$ cat config.mk
export PLATFORM = sky130hd
export DESIGN_NAME = sw_debounce
export DESIGN_NICKNAME = d
export VERILOG_FILES = /design/src/rtl/sw_pkg.sv /design/src/rtl/debounce_bit.sv /design/src/rtl/sw_debounce.sv
export SDC_FILE = /design/constraint.sdc
export NUM_CORES = 1
export LEC_CHECK = 0
export CAP_MARGIN = 25
export CORE_ASPECT_RATIO = 0.6
export CORE_MARGIN = 2
export CORE_UTILIZATION = 50
export CTS_CLUSTER_DIAMETER = 60
export CTS_CLUSTER_SIZE = 40
export DETAILED_ROUTE_END_ITERATION = 8
export HOLD_SLACK_MARGIN = 0.12
export PLACE_DENSITY = 0.69
export SYNTH_ARGS = -nofsm -noshare
export SYNTH_HDL_FRONTEND = slang
export SYNTH_SLANG_ARGS = --single-unit
$ cat constraint.sdc
create_clock -name clk -period 2.5 [get_ports clk]
set_input_delay 0.625 -clock clk [delete_from_list [all_inputs] [get_ports clk]]
set_output_delay 0.625 -clock clk [all_outputs]
set_load 0.01 [all_outputs]
$ cat src/rtl/sw_pkg.sv
// Shared constants and types for the slide-switch conditioning path.
package sw_pkg;

  localparam int unsigned SW_DEBOUNCE_DEFAULT = 500000;
  localparam int unsigned SW_WIDTH_DEFAULT    = 3;
  localparam int unsigned SW_DEBOUNCE_SIM     = 4;

  // Per-channel state, derived each cycle from the synchronized input vs. the accepted level.
  typedef enum logic {
    CH_IDLE    = 1'b0,
    CH_PENDING = 1'b1
  } ch_state_t;

endpackage

$ cat src/rtl/debounce_bit.sv
// One switch channel: two-flop synchronizer, stability counter, debounced level and edge pulses.
module debounce_bit
  import sw_pkg::*;
#(
  parameter int unsigned DEBOUNCE_CYCLES = SW_DEBOUNCE_DEFAULT
) (
  input  logic clk,
  input  logic rst,
  input  logic din,
  output logic dout,
  output logic rise,
  output logic fall
);

  localparam int unsigned     CW   = $clog2(DEBOUNCE_CYCLES);
  localparam logic [CW-1:0]   CMAX = CW'(DEBOUNCE_CYCLES - 1);

  logic          s1, s2, q, r, f;
  logic [CW-1:0] cnt;
  ch_state_t     st;

  always_comb begin
    st = (s2 == q) ? CH_IDLE : CH_PENDING;
  end

  // Any cycle back at the accepted level drops the partial count, so a bounce restarts the window.
  always_ff @(posedge clk or posedge rst) begin
    if (rst) begin
      s1  <= 1'b0;
      s2  <= 1'b0;
      q   <= 1'b0;
      r   <= 1'b0;
      f   <= 1'b0;
      cnt <= '0;
    end else begin
      s1 <= din;
      s2 <= s1;
      r  <= 1'b0;
      f  <= 1'b0;
      case (st)
        CH_IDLE: cnt <= '0;
        CH_PENDING: begin
          if (cnt == CMAX) begin
            q   <= s2;
            r   <= s2;
            f   <= ~s2;
            cnt <= '0;
          end else begin
            cnt <= cnt + CW'(1);
          end
        end
        default: cnt <= '0;
      endcase
    end
  end

  assign dout = q;
  assign rise = r;
  assign fall = f;

endmodule

$ cat src/rtl/sw_debounce.sv
// Multi-bit switch conditioner: WIDTH independent debounce channels side by side.
module sw_debounce
  import sw_pkg::*;
#(
  parameter int unsigned WIDTH           = SW_WIDTH_DEFAULT,
  parameter int unsigned DEBOUNCE_CYCLES = SW_DEBOUNCE_DEFAULT
) (
  input  logic             clk,
  input  logic             rst,
  input  logic [WIDTH-1:0] sw_in,
  output logic [WIDTH-1:0] sw_out,
  output logic [WIDTH-1:0] sw_rise,
  output logic [WIDTH-1:0] sw_fall
);

  for (genvar i = 0; i < WIDTH; i++) begin : g_ch
    debounce_bit #(
      .DEBOUNCE_CYCLES(DEBOUNCE_CYCLES)
    ) u_bit (
      .clk  (clk),
      .rst  (rst),
      .din  (sw_in[i]),
      .dout (sw_out[i]),
      .rise (sw_rise[i]),
      .fall (sw_fall[i])
    );
  end

endmodule

* After elaboration in Yosys (flattened, before gate mapping)
Cells that the tools add are included. W data, S select, Z words.
Word-level totals: output and inout bits 9, flip-flop bits (word level) 72, bits of input ports 5, word-level logic and storage cells 57
Operators by class: add/subtract/negate cells 3, muxes and demuxes 21, equal/unequal tests 6, reductions and logical operators 3, bitwise operators 6
Operators by type and width (number):
- $pmux W19 S2 | 3
- $add A19 B1 Y19 const B | 3
- $eq A19 B19 Y1 const B | 3
- $mux W19 | 3
- $mux W1 | 15
- $not A1 Y1 | 6
- $reduce_and A2 Y1 | 3
- $eq A1 B1 Y1 | 3

* Depth between registers and ports, before layout
Gate-level depths: netlist of the first run.
depth in word-level cells 3, gate-level depth with buffers 5, gate-level depth less buffers 5

* By module
From an unflattened synthesis of the first run, not the netlist that was laid out.
Second synthesis, totals: cell total of the unflattened synthesis 330, area total of the unflattened synthesis 3577.2 µm²
By module, submodules not included:
- debounce_bit | cells each 110, sequential area each 600.6 µm², instances 3, area each 1192.4 µm²

* Worst setup path before layout of the first run
No wires, ideal clock.
path kind register -> register, from register g_ch[1].u_bit.cnt[0], to register g_ch[1].u_bit.q, clock period less this slack 1.873 ns, stages on the path, launching flop included 5, path buffers 0, setup slack 0.627 ns, required time 2.375 ns, library setup time 0.125 ns, arrival 1.748 ns, cell sequence dfrtp_1 > ha_1 > nand4_1 > or4_4 > mux2_4
Between the ends: word-level cells in the longest chain between the ends 2
Ends and longest elaborated chain:
- start: declaration | line debounce_bit.sv:19 | logic [CW-1:0] cnt;
- start signal: assignment | line debounce_bit.sv:49 | cnt <= cnt + CW'(1);
- $eq A19 B19 Y1 | line debounce_bit.sv:43 | if (cnt == CMAX) begin
- $reduce_and A2 Y1 (no line)
- end signal: assignment | line debounce_bit.sv:31 | q <= 1'b0;
- end signal: assignment | line debounce_bit.sv:44 | q <= s2;
- end: declaration | line debounce_bit.sv:18 | logic s1, s2, q, r, f;
Every way passes these cells. A chain may end at the register's enable or synchronous reset.

* Worst setup path in the final report of the first run
Ends and elaborated chain as after synthesis.

==> flow_metrics.tcl, run 1 <==
set metrics [dict create \
    seq_area_um2 1802 \
    cts_made_buffers 9 \
    routed_wl_mm 6.711 \
    io_pins 14 \
    maxCapViolations 0 \
    syn_nets 342 \
    clkTransAtPathRegs_ps 50 \
    portBuffers 13 \
    area_growth_pct 13.36 \
    switchingPower_uw 498.7 \
    grt_use_total_pct 20.17 \
    synthCells 334 \
    switching_share_pct 20.63 \
    antennaDiodeCount 0 \
    core_area_um2 6676 \
    status "completed" \
    drc 0 \
    synthTopCellsByArea "dfrtp_1, xnor2_1, nor2_1" \
    cp_top_family "simple AND/OR/NAND/NOR gates" \
    p_per_area_nw_per_um2 618.6 \
    rows 23 \
    ys_ff_latch 72 \
    cts_tree "yes" \
    period_share_pct 84.13 \
    postCtsHoldBufs 0 \
    path_cells "ha_1, nand4_1, or4_4, mux2_4" \
    p_comb_share_pct 3.2 \
    worstMarginPinSlew_ps 565.8 \
    hold_viol 0 \
    post_cts.repair.setup_buffers 0 \
    dieArea_um2 7596 \
    ant_nets 0 \
    cts_resized 0 \
    intPower_uw 1919 \
    yosys.area.top_type "dfrtp_1" \
    synth-edff-count 0 \
    clk_path_buf_depth 2 \
    die_x_um 111.2 \
    netlist_area_um2 3447 \
    vias 2491 \
    die_y_um 68.32 \
    rsz0062_at_grt "no" \
    clockRootBuffer "clkbuf_16" \
    nFillCells 549 \
    setup_viol 0 \
    instances_no_fill 438 \
    globalplace.congestion 0.8224 \
    utilization_pct 58.53 \
    hp-start "g_ch[2].u_bit.s1$_DFF_PP0_" \
    critPathKind "reg -> reg" \
    skew_ps 2.914 \
    hold_path_class "reg -> reg" \
    reg2reg_from "g_ch[1].u_bit.cnt[0]$_DFF_PP0_" \
    mostFrequentLayoutCell "dfrtp_1" \
    worst_ep_required_time_ps 2710 \
    start_kind "flip-flop" \
    grt_overflow_total 0 \
    fin_nets 357 \
    yosys.cell_types.count 38 \
    dp.cells 425 \
    critPathMaxFanout 9 \
    antenna_found_initial 0 \
    layout_common_cells "dfrtp_1, nor2_1, xnor2_1" \
    tns_ps 0 \
    end_kind "flip-flop" \
    async_flop_share_pct 100.0 \
    synth_ff_type "dfrtp_1" \
    p_clk_share_pct 47.1 \
    fin_crit_ps 2103 \
    cp_slowest_stage_delay_ps 650 \
    yosys_warnings 0 \
    drt_first_pass_iters 5 \
    fmax_ghz 0.4755 \
    first_global_vias 2376 \
    p_total_uw 2417 \
    slew_violations 0 \
    arrival_ps 2310 \
    yosysTopAreaCellShare_pct 52.27 \
    clk_latency_ps 320 \
    crit_slowest_cell "or4_4" \
    multiInputGateArea_um2 1510 \
    worstSetupStartpoint "g_ch[1].u_bit.cnt[0]$_DFF_PP0_" \
    start_util_pct 51.63 \
    relSlewSlack_pct 61.93 \
    drive_gt1_share_pct 8.547 \
    vias_per_cell 5.687 \
    syn_area_per_cell_um2 10.32 \
    grt_pass1_wl_mm 11.78 \
    dp_hpwl_mm 4.624 \
    cts_sinks 72 \
    ys_seq_area_share_pct 52.27 \
    path_buf_inv 0 \
    cts_htree_levels 3 \
    pwr-share-seq_pct 49.7 \
    wl_per_cell_um 15.32 \
    grt_max_degree 58 \
    ir_drop_mv 0.3875 \
    drt_iter0_markers 232 \
    leakage_uw 0.001541 \
]
logic make-up after synthesis:
logic type / after synthesis / synth area share [%]
AO/OA/AOI/OAI: 21 / 4.356
adder cells (fa/ha/maj): 3 / 1.089
AND/OR/NAND/NOR: 165 / 25.84
multiplexers: 3 / 1.089
flip-flops: 72 / 52.27
XOR/XNOR: 45 / 11.43
buffers and inverters: 25 / 3.920
cell usage after synthesis, types with 8 or more instances:
master    n
nand2_1  11
nor4_1   11
a21oi_1   9
dfrtp_1  72
nor2_1   54
xnor2_1  36
nand3_1  21
buf_4     9
nand4_1  18
inv_1    10
xor2_1    9
nor3_1   10
or3_1     8
state kept, by name, summed over array words and instances, names as in the netlist:
name,cells
g_ch.u_bit.s2,3
g_ch.u_bit.rise,3
g_ch.u_bit.dout,3
g_ch.u_bit.fall,3
g_ch.u_bit.cnt,57
g_ch.u_bit.s1,3
final cells by class:
cell class,instances,share of cell area [%]
tap,87,2.786
sequential,72,46.11
inverter,10,0.9606
clock buffer,12,6.564
timing repair buffer,19,4.803
clock inverter,1,0.1281
multi-input combinational,237,38.65
worst paths after layout:
path                                                    to  slack (ps)  cells past startpoint
max in group asynchronous  g_ch[2].u_bit.cnt[16]$_DFF_PP0_        1310                      3
max reg2reg                 g_ch[1].u_bit.dout$_DFFE_PP0P_         400                      4
min                             g_ch[2].u_bit.s2$_DFF_PP0_         350                      0
min in group asynchronous     g_ch[1].u_bit.fall$_DFF_PP0_         590                      2
max                         g_ch[1].u_bit.dout$_DFFE_PP0P_         400                      4
min reg2reg                     g_ch[2].u_bit.s2$_DFF_PP0_         350                      0
per-layer routing:
layer  routed length [um]  track usage, %  vias up  share of wire [%]
li1                     -               -     1201                  -
met1                 3519           28.78     1217                 52
met2                 2780           29.57       66                 41
met3                  345           6.023        7                5.1
met4                   65           7.099        0               0.97
met5                    0               0        -                  0
per-stage QoR:
step | setup WS [ps] | hold slack [ps] | instance area [um^2]
floorplan | 50.08 | 331.2 | 3447
global placement | 521.5 | 331.7 | 3646
detailed placement | 439.4 | 341.1 | 3646
CTS | 408.3 | 352.8 | 3908
global route | 311.4 | 359.7 | 3908
finish | 396.8 | 348.7 | 3908
power by group through the flow:
stage / Combinational (uW) / Clock (uW) / Sequential (uW)
global placement: 80.3 / 0 / 1220
CTS: 79.7 / 1170 / 1200
finish: 76.8 / 1140 / 1200
detailed placement: 79.2 / 0 / 1220
floorplan: 51.1 / 0 / 1210
global route: 89.7 / 1220 / 1200
Note: power is estimated with default switching activity, not from simulation.
==> run 2: changes to the inputs <==
Settings changed: PLACE_DENSITY 0.69 to 0.67.
Clock period 2.5 ns to 1.95 ns, I/O delays scaled along.
==> run 2 against run 1 <==
First-iteration DRC count shrank 13%; die area is the same; non-clock buffer count grew 14; design area grew 3.9%; clock skew grew 2.2 ps; routed wire length grew 0.25%; total power grew 31%; sequential share of layout area shrank 1.7 points; utilization grew 2.3 points; register-to-register slack lost 340 ps.
==> flow_metrics.tcl, run 2 (same netlist as run 1, synthesis figures left out) <==
set metrics [dict create \
    worstMarginPinSlew_ps 565.6 \
    arrival_ps 2110 \
    p_total_uw 3176 \
    critPathKind "reg -> reg" \
    critPathMaxFanout 4 \
    cts_htree_levels 3 \
    p_clk_share_pct 48.2 \
    intPower_uw 2483 \
    top_register "g_ch.u_bit.cnt" \
    ant_nets 0 \
    mostFrequentLayoutCell "dfrtp_1" \
    cts_sinks 72 \
    dieArea_um2 7596 \
    fin_nets 371 \
    postCtsHoldBufs 0 \
    cts_made_buffers 9 \
    routed_wl_mm 6.728 \
    hold_viol 0 \
    clk_latency_ps 330 \
    setup_viol 0 \
    cts_tree "yes" \
    first_global_vias 2396 \
    io_pins 14 \
    layout_common_cells "dfrtp_1, nor2_1, xnor2_1" \
    maxCapViolations 0 \
    clockRootBuffer "clkbuf_16" \
    switching_share_pct 21.81 \
    clkTransAtPathRegs_ps 60 \
    drt_iter0_markers 201 \
    nFillCells 575 \
    wl_per_cell_um 14.79 \
    worst_ep_required_time_ps 2160 \
    clk_path_buf_depth 2 \
    drive_gt1_share_pct 13.32 \
    slew_violations 0 \
    relSlewSlack_pct 61.94 \
    fmax_ghz 0.5269 \
    utilization_pct 60.83 \
    globalplace.congestion 0.8354 \
    core_area_um2 6676 \
    area_growth_pct 17.82 \
    p_comb_share_pct 3.3 \
    grt_pass1_wl_mm 11.65 \
    vias_per_cell 5.488 \
    largest_reg_flops 57 \
    die_y_um 68.32 \
    fin_crit_ps 1898 \
    grt_use_total_pct 20.08 \
    vias 2497 \
    drc 0 \
    placed_area_um2 3767 \
    ir_drop_mv 0.5879 \
    die_x_um 111.2 \
    status "completed" \
    tns_ps 0 \
    period_share_pct 97.32 \
    end_kind "flip-flop" \
    skew_ps 5.132 \
    portBuffers 13 \
    pwr-share-seq_pct 48.5 \
    p_per_area_nw_per_um2 781.9 \
    rows 23 \
    drt_first_pass_iters 4 \
    instances_no_fill 455 \
    hold_path_class "reg -> reg" \
    start_util_pct 51.63 \
    start_kind "flip-flop" \
    grt_max_degree 32 \
    dp_hpwl_mm 4.673 \
    grt_overflow_total 0 \
    antenna_found_initial 0 \
    antennaDiodeCount 0 \
    dp.cells 439 \
    fin_area_um2 4061 \
    switchingPower_uw 692.7 \
    leakage_uw 0.001620 \
    post_cts.repair.setup_buffers 0 \
]
## run 2: power by group through the flow
stage	Combinational (uW)	Sequential (uW)	Clock (uW)
after global placement	108	1560	0
final	105	1540	1530
after detailed placement	109	1560	0
after global routing	122	1540	1630
after floorplan	66.0	1560	0
after CTS	109	1540	1580
## run 2: critical path, cell delays in order (launching register included)
cell	delay [ps]
dfrtp_1	400
nor4_4	300
nand4_2	170
or4_4	600
mux2_4	310
## run 2: through the flow
step           worst slack, ps  hold slack (ps)
6_report                 52.22            350.7
2_1_floorplan            77.07            331.2
5_1_grt                 -1.249            363.5
3_3_place_gp             128.3            333.4
3_5_place_dp             80.28            339.4
4_1_cts                  19.52            353.3
## run 2: final timing paths
kind / depth (start not counted) / slack, ps / from / end
max in group asynchronous: 3 / 970 / rst / g_ch[0].u_bit.cnt[0]$_DFF_PP0_
hold / removal: 0 / 350 / g_ch[2].u_bit.s1$_DFF_PP0_ / g_ch[2].u_bit.s2$_DFF_PP0_
setup / recovery: 4 / 50 / g_ch[1].u_bit.cnt[12]$_DFF_PP0_ / g_ch[1].u_bit.dout$_DFFE_PP0P_
min in group asynchronous: 2 / 510 / rst / g_ch[1].u_bit.cnt[14]$_DFF_PP0_
setup reg to reg: 4 / 50 / g_ch[1].u_bit.cnt[12]$_DFF_PP0_ / g_ch[1].u_bit.dout$_DFFE_PP0P_
hold reg to reg: 0 / 350 / g_ch[2].u_bit.s1$_DFF_PP0_ / g_ch[2].u_bit.s2$_DFF_PP0_
## run 2: timing repair
action / CTS / global route
hold endpoints to repair: 0 / 0
gates resized for setup: 0 / 2
endpoints found under the setup margin: 0 / 2
## run 2: cell type report
cell class / instances / area [um^2] / share of cell area, %
flip-flops and latches: 72 / 1803 / 44.39
multi-input cells: 237 / 1519 / 37.40
repair buffers: 33 / 305.3 / 7.517
clock buffers: 11 / 252.7 / 6.223
well taps: 87 / 108.9 / 2.680
inverters: 10 / 41.29 / 1.017
clock inverters: 5 / 31.28 / 0.7702
## run 2: per-layer routing
metal  global-route usage, %  share of wire (%)
met1                   28.27                 51
met2                   28.89                 42
met3                   6.909                5.2
met4                   7.562                1.2
met5                       0                  0
==> run 3: changes to the inputs <==
Settings changed: RECOVER_POWER set to 50.
==> run 3 against run 2 <==
Combinational power decreased by 5%; design area decreased by 0.37%; fmax barely moved; total power down 0.21%; die area is the same; register-to-register slack about the same; first-iteration DRC count up 2.0%; sequential power about the same; routed wire length up 0.16%; sequential share of layout area is 0.16 points higher; largest cell class unchanged.
==> flow_metrics.tcl, run 3 (same netlist as run 1, synthesis figures left out) <==
set metrics [dict create \
    status "completed" \
    critPathMaxFanout 4 \
    mostFrequentLayoutCell "dfrtp_1" \
    portBuffers 13 \
    tns_ps 0 \
    arrival_ps 2110 \
    clockRootBuffer "clkbuf_16" \
    core_area_um2 6676 \
    nFillCells 576 \
    antennaDiodeCount 0 \
    fin_nets 371 \
    cts_htree_levels 3 \
    clk_path_buf_depth 2 \
    setup_viol 0 \
    instances_no_fill 455 \
    io_pins 14 \
    fin_area_um2 4046 \
    leakage_uw 0.001617 \
    fmax_ghz 0.5270 \
    antenna_found_initial 0 \
    post_cts.repair.setup_buffers 0 \
    clk_latency_ps 330 \
    hold_path_class "reg -> reg" \
    fin_crit_ps 1898 \
    cts_tree "yes" \
    dp_hpwl_mm 4.673 \
    drt_first_pass_iters 4 \
    slew_violations 0 \
    globalplace.congestion 0.8354 \
    cts_sinks 72 \
    vias_per_cell 5.495 \
    cts_resized 0 \
    dieArea_um2 7596 \
    grt_overflow_total 0 \
    drc 0 \
    vias 2500 \
    die_x_um 111.2 \
    top_usage_layer "met2" \
    routed_wl_mm 6.739 \
    largest_reg_flops 57 \
    drive_gt1_share_pct 13.32 \
    grt_use_total_pct 20.08 \
    postCtsHoldBufs 0 \
    grt_max_degree 32 \
    start_util_pct 51.63 \
    critPathKind "reg -> reg" \
    placed_area_um2 3767 \
    ant_nets 0 \
    use_met3_pct 6.909 \
    start_kind "flip-flop" \
    maxCapViolations 0 \
    worstMarginPinSlew_ps 737.6 \
    use_met2_pct 28.89 \
    p_per_area_nw_per_um2 783.2 \
    end_kind "flip-flop" \
    ir_drop_mv 0.5869 \
    grt_pass1_wl_mm 11.65 \
    relSlewSlack_pct 50.56 \
    period_share_pct 97.32 \
    area_growth_pct 17.39 \
    clkTransAtPathRegs_ps 60 \
    rows 23 \
    hold_viol 0 \
    grtUsageMet1_pct 28.27 \
    layout_common_cells "dfrtp_1, nor2_1, xnor2_1" \
    utilization_pct 60.61 \
    dp.cells 439 \
    cts_made_buffers 9 \
    drt_iter0_markers 205 \
    wl_per_cell_um 14.81 \
    die_y_um 68.32 \
    worst_ep_required_time_ps 2160 \
    skew_ps 5.131 \
    top_register "g_ch.u_bit.cnt" \
    first_global_vias 2396 \
]
## run 3: where the power goes
group          total [uW]  switching [uW]  internal (uW)
Sequential           1540            23.0           1520
Combinational        99.4            62.1           37.3
Clock                1530             606            924
## run 3: routing by layer
| layer | up-vias | part of all wire [%] |
|---|---|---|
| met5 | - | 0 |
| met4 | 0 | 1.2 |
| met3 | 9 | 5.8 |
| met2 | 62 | 43 |
| met1 | 1205 | 50 |
| li1 | 1224 | - |
## run 3: cell type report
| type | instances | area [um^2] | share of cell area [%] |
|---|---|---|---|
| clock buffers | 11 | 252.7 | 6.246 |
| clock inverters | 5 | 31.28 | 0.7730 |
| inverters | 10 | 38.79 | 0.9586 |
| multi-input cells | 237 | 1519 | 37.54 |
| flip-flops and latches | 72 | 1803 | 44.56 |
| well taps | 87 | 108.9 | 2.690 |
| repair buffers | 33 | 292.8 | 7.236 |
## run 3: critical path, stage by stage, from the launching register on
cell,delay (ps)
dfrtp_1,400
nor4_4,300
nand4_2,170
or4_4,600
mux2_4,310
## run 3: per-stage QoR
step	hold WS, ps	worst slack, ps	power [uW]
after floorplan	331.2	77.07	1623
after global placement	333.4	128.3	1672
after detailed placement	339.4	80.28	1674
after CTS	353.3	19.52	3225
after global routing	363.5	-1.249	3289
final	350.7	52.30	3169
## run 3: worst paths after layout
path                                            startpoint                         endpoint  slack [ps]  cells past startpoint
max in group asynchronous                              rst  g_ch[2].u_bit.cnt[12]$_DFF_PP0_         360                      3
min reg2reg                     g_ch[2].u_bit.s1$_DFF_PP0_       g_ch[2].u_bit.s2$_DFF_PP0_         350                      0
min                             g_ch[2].u_bit.s1$_DFF_PP0_       g_ch[2].u_bit.s2$_DFF_PP0_         350                      0
min in group asynchronous                              rst  g_ch[1].u_bit.cnt[14]$_DFF_PP0_         700                      2
max                        g_ch[1].u_bit.cnt[12]$_DFF_PP0_   g_ch[1].u_bit.dout$_DFFE_PP0P_          50                      4
max reg2reg                g_ch[1].u_bit.cnt[12]$_DFF_PP0_   g_ch[1].u_bit.dout$_DFFE_PP0P_          50                      4
